--- config.mk ---
export PLATFORM = sky130hd
export DESIGN_NAME = wbs_spi
export DESIGN_NICKNAME = d
export VERILOG_FILES = /design/src/rtl/wbs_spi_pkg.sv /design/src/rtl/spi_shift8.sv /design/src/rtl/wbs_spi.sv
export SDC_FILE = /design/constraint.sdc
export NUM_CORES = 1
export LEC_CHECK = 0
export ABC_AREA = 1
export CAP_MARGIN = 30
export CORE_MARGIN = 5
export CORE_UTILIZATION = 30
export DETAILED_ROUTE_END_ITERATION = 8
export GPL_TIMING_DRIVEN = 0
export PLACE_DENSITY_LB_ADDON = 0.05
export RECOVER_POWER = 25
export REMOVE_ABC_BUFFERS = 1
export SLEW_MARGIN = 20
export SYNTH_ARGS = -nofsm -noshare
export SYNTH_HDL_FRONTEND = slang
export SYNTH_SLANG_ARGS = --single-unit
export TNS_END_PERCENT = 100
--- constraint.sdc ---
create_clock -name wbs_clk_i -period 2.4 [get_ports wbs_clk_i]
set_input_delay 0.48 -clock wbs_clk_i [delete_from_list [all_inputs] [get_ports wbs_clk_i]]
set_output_delay 0.48 -clock wbs_clk_i [all_outputs]
set_load 0.02 [all_outputs]
--- src/rtl/wbs_spi_pkg.sv ---
// wbs_spi_pkg: shared definitions for the Wishbone-to-SPI-master block.
// Holds the register word addresses, the STATUS/CTRL bit positions and the
// transfer FSM state encoding used by wbs_spi and spi_shift8.
package wbs_spi_pkg;

  // Register word addresses.
  localparam logic [3:0] ADR_DATA   = 4'd0;
  localparam logic [3:0] ADR_STATUS = 4'd1;
  localparam logic [3:0] ADR_CTRL   = 4'd2;

  // STATUS bit positions.
  localparam int STAT_BUSY = 0;
  localparam int STAT_RXV  = 1;
  localparam int STAT_OVR  = 2;

  // CTRL bit positions.
  localparam int CTRL_SS_HOLD = 0;
  localparam int CTRL_IRQ_EN  = 1;

  // Transfer FSM states.
  typedef enum logic [1:0] {
    ST_IDLE  = 2'd0,
    ST_SETUP = 2'd1,
    ST_SHIFT = 2'd2,
    ST_HOLD  = 2'd3
  } spi_state_e;

endpackage

--- src/rtl/spi_shift8.sv ---
// spi_shift8: SPI mode-0 byte engine (MSB first).
// Holds the transfer FSM, the half-period divider, the half-period/bit
// counter, the shift register and the SCK/MOSI registers.
//
// Ports:
//   clk, rst   clock, synchronous active-high reset
//   start      one-cycle request; only honoured in ST_IDLE
//   tx         byte to send, captured on start
//   miso       serial input, already synchronized
//   sck, mosi  registered serial clock / data out
//   done       high for the last HOLD cycle; rx is final during it
//   rx         shift register contents (received byte once done)
//   state      current FSM state, for busy/ss_n decode and debug
//
// Handshake: start is a single-cycle pulse accepted only while state is
// ST_IDLE; done is a single-cycle pulse, and the FSM is back in ST_IDLE on
// the edge that ends the done cycle.
module spi_shift8
  import wbs_spi_pkg::*;
#(
  parameter int CLK_DIV = 4
) (
  input  logic       clk,
  input  logic       rst,
  input  logic       start,
  input  logic [7:0] tx,
  input  logic       miso,
  output logic       sck,
  output logic       mosi,
  output logic       done,
  output logic [7:0] rx,
  output spi_state_e state
);

  localparam logic [7:0] DIV_LAST = 8'(CLK_DIV - 1);

  logic [7:0] div;    // cycles spent in the current half period
  logic [3:0] half;   // half-period index inside SHIFT; bit index = half[3:1]
  logic [7:0] sh;
  logic       half_end;

  assign half_end = (div == DIV_LAST);
  assign done     = (state == ST_HOLD) && half_end;
  assign rx       = sh;

  always_ff @(posedge clk) begin
    if (rst) begin
      state <= ST_IDLE;
      div   <= '0;
      half  <= '0;
      sh    <= '0;
      sck   <= 1'b0;
      mosi  <= 1'b0;
    end else begin
      case (state)
        ST_IDLE: begin
          if (start) begin
            state <= ST_SETUP;
            div   <= '0;
            half  <= '0;
            sh    <= tx;
            mosi  <= tx[7];
          end
        end
        ST_SETUP: begin
          if (half_end) begin
            // First rising edge: sample MISO while bit7 is on MOSI.
            div   <= '0;
            state <= ST_SHIFT;
            sck   <= 1'b1;
            sh    <= {sh[6:0], miso};
          end else begin
            div <= div + 8'd1;
          end
        end
        ST_SHIFT: begin
          if (half_end) begin
            div  <= '0;
            half <= half + 4'd1;
            if (half == 4'd15) begin
              state <= ST_HOLD;
            end else if (half[0]) begin
              // End of a low half: rising edge, sample MISO.
              sck <= 1'b1;
              sh  <= {sh[6:0], miso};
            end else begin
              // End of a high half: falling edge. After the eighth bit
              // MOSI is left alone so it holds the last bit sent.
              sck <= 1'b0;
              if (half != 4'd14) mosi <= sh[7];
            end
          end else begin
            div <= div + 8'd1;
          end
        end
        ST_HOLD: begin
          if (half_end) begin
            div   <= '0;
            state <= ST_IDLE;
          end else begin
            div <= div + 8'd1;
          end
        end
        default: state <= ST_IDLE;
      endcase
    end
  end

endmodule

--- src/rtl/wbs_spi.sv ---
// wbs_spi: Wishbone B4 pipelined slave acting as an SPI mode-0 master.
// Software writes a byte to DATA, it is shifted out on MOSI while MISO is
// captured; the received byte and status are then readable.
//
// Registers (word address): 0 DATA, 1 STATUS {overrun, rx_valid, busy},
// 2 CTRL {irq_en, ss_hold}. Other addresses read 0, writes ignored.
//
// Ports: wbs_* Wishbone slave (clock wbs_clk_i, sync active-high reset
// wbs_rst_i), spi_sck/spi_mosi/spi_miso/spi_ss_n SPI master pins, and,
// when WBS_SPI_IRQ_EN is defined, irq_o = irq_en & (rx_valid | overrun).
//
// Handshake: a request is accepted on a cycle with cyc & stb & !stall;
// ack is asserted exactly one cycle later with dat_o valid alongside it.
// Stall is only raised for a DATA write while a transfer is running.
module wbs_spi
  import wbs_spi_pkg::*;
#(
  parameter int CLK_DIV = 4
) (
  input  logic        wbs_clk_i,
  input  logic        wbs_rst_i,
  input  logic        wbs_cyc_i,
  input  logic        wbs_stb_i,
  input  logic        wbs_we_i,
  input  logic [3:0]  wbs_adr_i,
  input  logic [3:0]  wbs_sel_i,
  input  logic [31:0] wbs_dat_i,
  output logic [31:0] wbs_dat_o,
  output logic        wbs_stall_o,
  output logic        wbs_ack_o,
  output logic        spi_sck,
  output logic        spi_mosi,
  input  logic        spi_miso,
  output logic        spi_ss_n
`ifdef WBS_SPI_IRQ_EN
  ,
  output logic        irq_o
`endif
);

  spi_state_e  state;
  logic        done;
  logic [7:0]  rx_sh;
  logic [7:0]  rx_q;
  logic        rx_valid;
  logic        overrun;
  logic        ss_hold;
  logic        ss_hold_d;
  logic        irq_en;
  logic        busy;
  logic        req;
  logic        accept;
  logic        start;
  logic        data_rd;
  logic        ctrl_wr;
  logic        ovr_clr;
  logic [31:0] rd_word;
  logic        unused_bits;

  assign unused_bits = ^{wbs_sel_i[3:1], wbs_dat_i[31:8]};

  assign busy        = (state != ST_IDLE);
  assign req         = wbs_cyc_i & wbs_stb_i;
  assign wbs_stall_o = busy & req & wbs_we_i & (wbs_adr_i == ADR_DATA);
  assign accept      = req & ~wbs_stall_o;

  assign start   = accept & wbs_we_i & (wbs_adr_i == ADR_DATA) & wbs_sel_i[0];
  assign data_rd = accept & ~wbs_we_i & (wbs_adr_i == ADR_DATA);
  assign ctrl_wr = accept & wbs_we_i & (wbs_adr_i == ADR_CTRL) & wbs_sel_i[0];
  assign ovr_clr = accept & wbs_we_i & (wbs_adr_i == ADR_STATUS) & wbs_sel_i[0]
                   & wbs_dat_i[STAT_OVR];

  // Value ss_hold will hold after this edge, so ss_n tracks a CTRL write
  // on the very next cycle.
  assign ss_hold_d = ctrl_wr ? wbs_dat_i[CTRL_SS_HOLD] : ss_hold;

  spi_shift8 #(.CLK_DIV(CLK_DIV)) u_shift (
    .clk   (wbs_clk_i),
    .rst   (wbs_rst_i),
    .start (start),
    .tx    (wbs_dat_i[7:0]),
    .miso  (spi_miso),
    .sck   (spi_sck),
    .mosi  (spi_mosi),
    .done  (done),
    .rx    (rx_sh),
    .state (state)
  );

  always_comb begin
    rd_word = '0;
    case (wbs_adr_i)
      ADR_DATA:   rd_word[7:0] = rx_q;
      ADR_STATUS: begin
        rd_word[STAT_BUSY] = busy;
        rd_word[STAT_RXV]  = rx_valid;
        rd_word[STAT_OVR]  = overrun;
      end
      ADR_CTRL: begin
        rd_word[CTRL_SS_HOLD] = ss_hold;
        rd_word[CTRL_IRQ_EN]  = irq_en;
      end
      default: rd_word = '0;
    endcase
  end

  always_ff @(posedge wbs_clk_i) begin
    if (wbs_rst_i) begin
      wbs_dat_o <= '0;
      wbs_ack_o <= 1'b0;
      rx_q      <= '0;
      rx_valid  <= 1'b0;
      overrun   <= 1'b0;
      ss_hold   <= 1'b0;
      spi_ss_n  <= 1'b1;
    end else begin
      wbs_ack_o <= accept;
      wbs_dat_o <= (accept & ~wbs_we_i) ? rd_word : 32'd0;

      if (ovr_clr) overrun <= 1'b0;
      // Completion wins over a same-cycle DATA read: the read gets the old
      // byte and the new one stays valid.
      if (done) begin
        rx_q     <= rx_sh;
        rx_valid <= 1'b1;
        if (rx_valid) overrun <= 1'b1;
      end else if (data_rd) begin
        rx_valid <= 1'b0;
      end

      if (ctrl_wr) ss_hold <= wbs_dat_i[CTRL_SS_HOLD];

      if (start)                    spi_ss_n <= 1'b0;
      else if (done || !busy)       spi_ss_n <= ~ss_hold_d;
    end
  end

`ifdef WBS_SPI_IRQ_EN
  always_ff @(posedge wbs_clk_i) begin
    if (wbs_rst_i) begin
      irq_en <= 1'b0;
      irq_o  <= 1'b0;
    end else begin
      if (ctrl_wr) irq_en <= wbs_dat_i[CTRL_IRQ_EN];
      irq_o <= irq_en & (rx_valid | overrun);
    end
  end
`else
  assign irq_en = 1'b0;
`endif

endmodule

==> impl_results.md <==
- Leading area contributor after synthesis: dfxtp_1
- Global Route Usage Sum: 11.4%
- R2r setup slk: 0.30 ns
- Final RePlAce weighted congestion: 0.758
- Worst EP arrival: 2.38 ns
- Area growth syn-to-layout: 15.2%
- Hold Crit Start: rx_q[5]
- Fin nets: 437
- DR vias: 2104
- # fillers: 880
- Most frequent cells in the layout: nand2_1, nor2_1, dfxtp_1
- CTS Buf Count: 5
- DRT iter0 DRCs: 66
- Largest net degree at the start of global routing: 26
- End of the worst register-to-register path: u_shift.rx[1]
- PD cells: 841 nW/um^2
- Total grt overflow: 0
- P_leak: 1.18 nW
- Tcrit/Tclk final: 91.1%
- Clock latency on the worst-skew pair: 0.30 ns
- Max Clock Freq: 457 MHz
- Clock root cell: clkbuf_8
- Worst path required time: 2.60 ns
- IO Pins: 83
- CTS tree: yes
- CTS max path bufs: 2
- Slew margin rel.: 45.6%
- Final ANT Viol Nets: 0
- Vias in the first global route: 1933
- DRC errors left: 0
- Postcts setup bufs: 0
- Starting Density: 30.6%
- Max-capacitance violation count: 0
- EDFF count, synth: 0
- Ys async rst share: 0%
- Dpl cells: 480
- Core area: 8130 um^2
- Most common cell after layout, fill and taps aside: nand2_1
- Post-synthesis sequential area ratio: 36.2%
- Routed wire length per instance: 12.0 um
- Synth top area cells: dfxtp_1, nand2_1, buf_4
- Final std cells w/o fill: 489
- Final Hold Viols: 0
- Clock sink total: 45
- Ant diodes: 0
- Outcome: completed
- First-pass GRT wire length: 9.27 mm
- Syn Area/Cell: 7.00 um^2
- Fin crit period: 2.19 ns
- Type of the most critical hold path: flop to flop
- Yosys Warn Count: 0
- Worst slew pin tran: 0.814 ns
- Row count: 33
- Clock slew at reported path FFs: 0.10 ns
- Clock skew: 0.00693 ns
- Setup_tns: 0 ns
- Core Util, Final: 35.2%
- Total wire length: 5.85 mm
- DP HPWL: 4.24 mm
- Register bit total from synthesis: 45
- Hold path cells: 2
- Synth unique cells: 31
- Die Footprint: 10200 um^2
- Fraction of layout instances using a drive strength above 1: 7.03%
- Worst setup SP type: input port
- Initial antenna violation count: 0
- Post-Synthesis Cells: 355
- PortBufs: 31
- Die width: 101 um
- Final Max Tran Viols: 0
- R2R depth: 11
- Mapped cell area: 2490 um^2
- Post-synth top area share: 36.2%
- DR vias/cell: 4.30
- Endpoints failing setup: 0
- Max rail drop VDD: 0.000314 V
- First-pass DRT Iterations: 6
- H-tree depth: 2
- Worst setup EP type: flop
- Ys flop type: dfxtp_1
- Kind of critical path: input port to flop
- RSZ-0062 raised after global routing: true
- Die extent in y: 101 um
- Hold Path End: wbs_dat_o[5]
- FF-to-FF Start: u_shift.state[0]
- Worst-path fanout max: 16
-- final cells by class --
cell class                 instances  area [um^2]  area share, %
clock inverter                     3         21.3          0.742
multi-input combinational        252         1250           43.5
clock buffer                       5         68.8           2.40
timing repair inverter             1         7.51          0.262
timing repair buffer              31          305           10.7
sequential                        45          901           31.4
inverter                          47          183           6.38
tap                              105          131           4.59
-- power breakdown --
part           switching [mW]  internal (mW)  total, mW
registers              0.0474          0.829      0.876
logic                   0.728          0.311       1.04
clock network           0.288          0.207      0.496
-- through the flow --
stage / area (um^2) / setup slack [ns] / hold WS, ns / power [mW]
floorplan: 2320 / 0.620 / 0.405 / 1.64
global placement: 2760 / -0.310 / 0.424 / 1.92
detailed placement: 2760 / -0.301 / 0.413 / 1.92
CTS: 2850 / 0.0197 / 0.432 / 2.43
global route: 2870 / -0.0146 / 0.451 / 2.65
finish: 2870 / 0.214 / 0.428 / 2.41
-- sequential cells by signal (all words and copies together) (netlist names) --
register       cells
rx_valid           1
u_shift.state      2
u_shift.half       4
wbs_dat_o          8
u_shift.mosi       1
overrun            1
wbs_ack_o          1
ss_hold            1
u_shift.div        8
u_shift.rx         8
rx_q               8
u_shift.sck        1
spi_ss_n           1
-- worst max-delay path by stage --
stage	startpoint	to	slack, ns	depth (start not counted)
final	wbs_rst_i	wbs_dat_o[4]	0.21	4
after global routing	wbs_rst_i	wbs_dat_o[4]	-0.01	4
after CTS	wbs_rst_i	wbs_dat_o[4]	0.02	4
after detailed placement	wbs_rst_i	wbs_dat_o[4]	-0.30	4
after global placement	wbs_rst_i	wbs_dat_o[4]	-0.31	4
after floorplan	u_shift.state[0]	u_shift.rx[0]	0.62	11
-- cell usage after synthesis (3+ instances only) --
library cell,number
nand2_1,69
nor2_1,47
dfxtp_1,45
inv_1,43
a21oi_1,32
buf_4,26
o21ai_0,25
nand3_1,21
ha_1,8
nand4_1,8
buf_6,4
clkbuf_1,3
inv_2,3
-- logic make-up after synthesis --
| group | share of synthesized area [%] |
|---|---|
| fa+ha+maj | 4.03 |
| flops | 36.2 |
| other cells | 0.151 |
| xor+xnor | 0.705 |
| buf+inv | 17.5 |
| compound gates | 13.3 |
| simple gates | 28.1 |
-- routing by layer --
metal | up-vias | share of wire [%] | GRT usage (%)
met3 | 2 | 4.8 | 2.91
li1 | 1131 | - | -
met1 | 931 | 49 | 15.3
met4 | 0 | 0.62 | 3.07
met5 | - | 0 | 0
met2 | 40 | 46 | 18.1
-- worst max-delay path: stages --
cell and delay [ns]:
clkdlybuf4s50_1 1.00, clkinvlp_4 0.51, nand2_1 0.31, nor2_1 0.07
-- what timing repair did --
item,CTS,global route
setup endpoints to repair,1,8
cloned,0,1
resized for setup,2,5
hold buffers,0,0
Power figures use the tool's default switching activity.
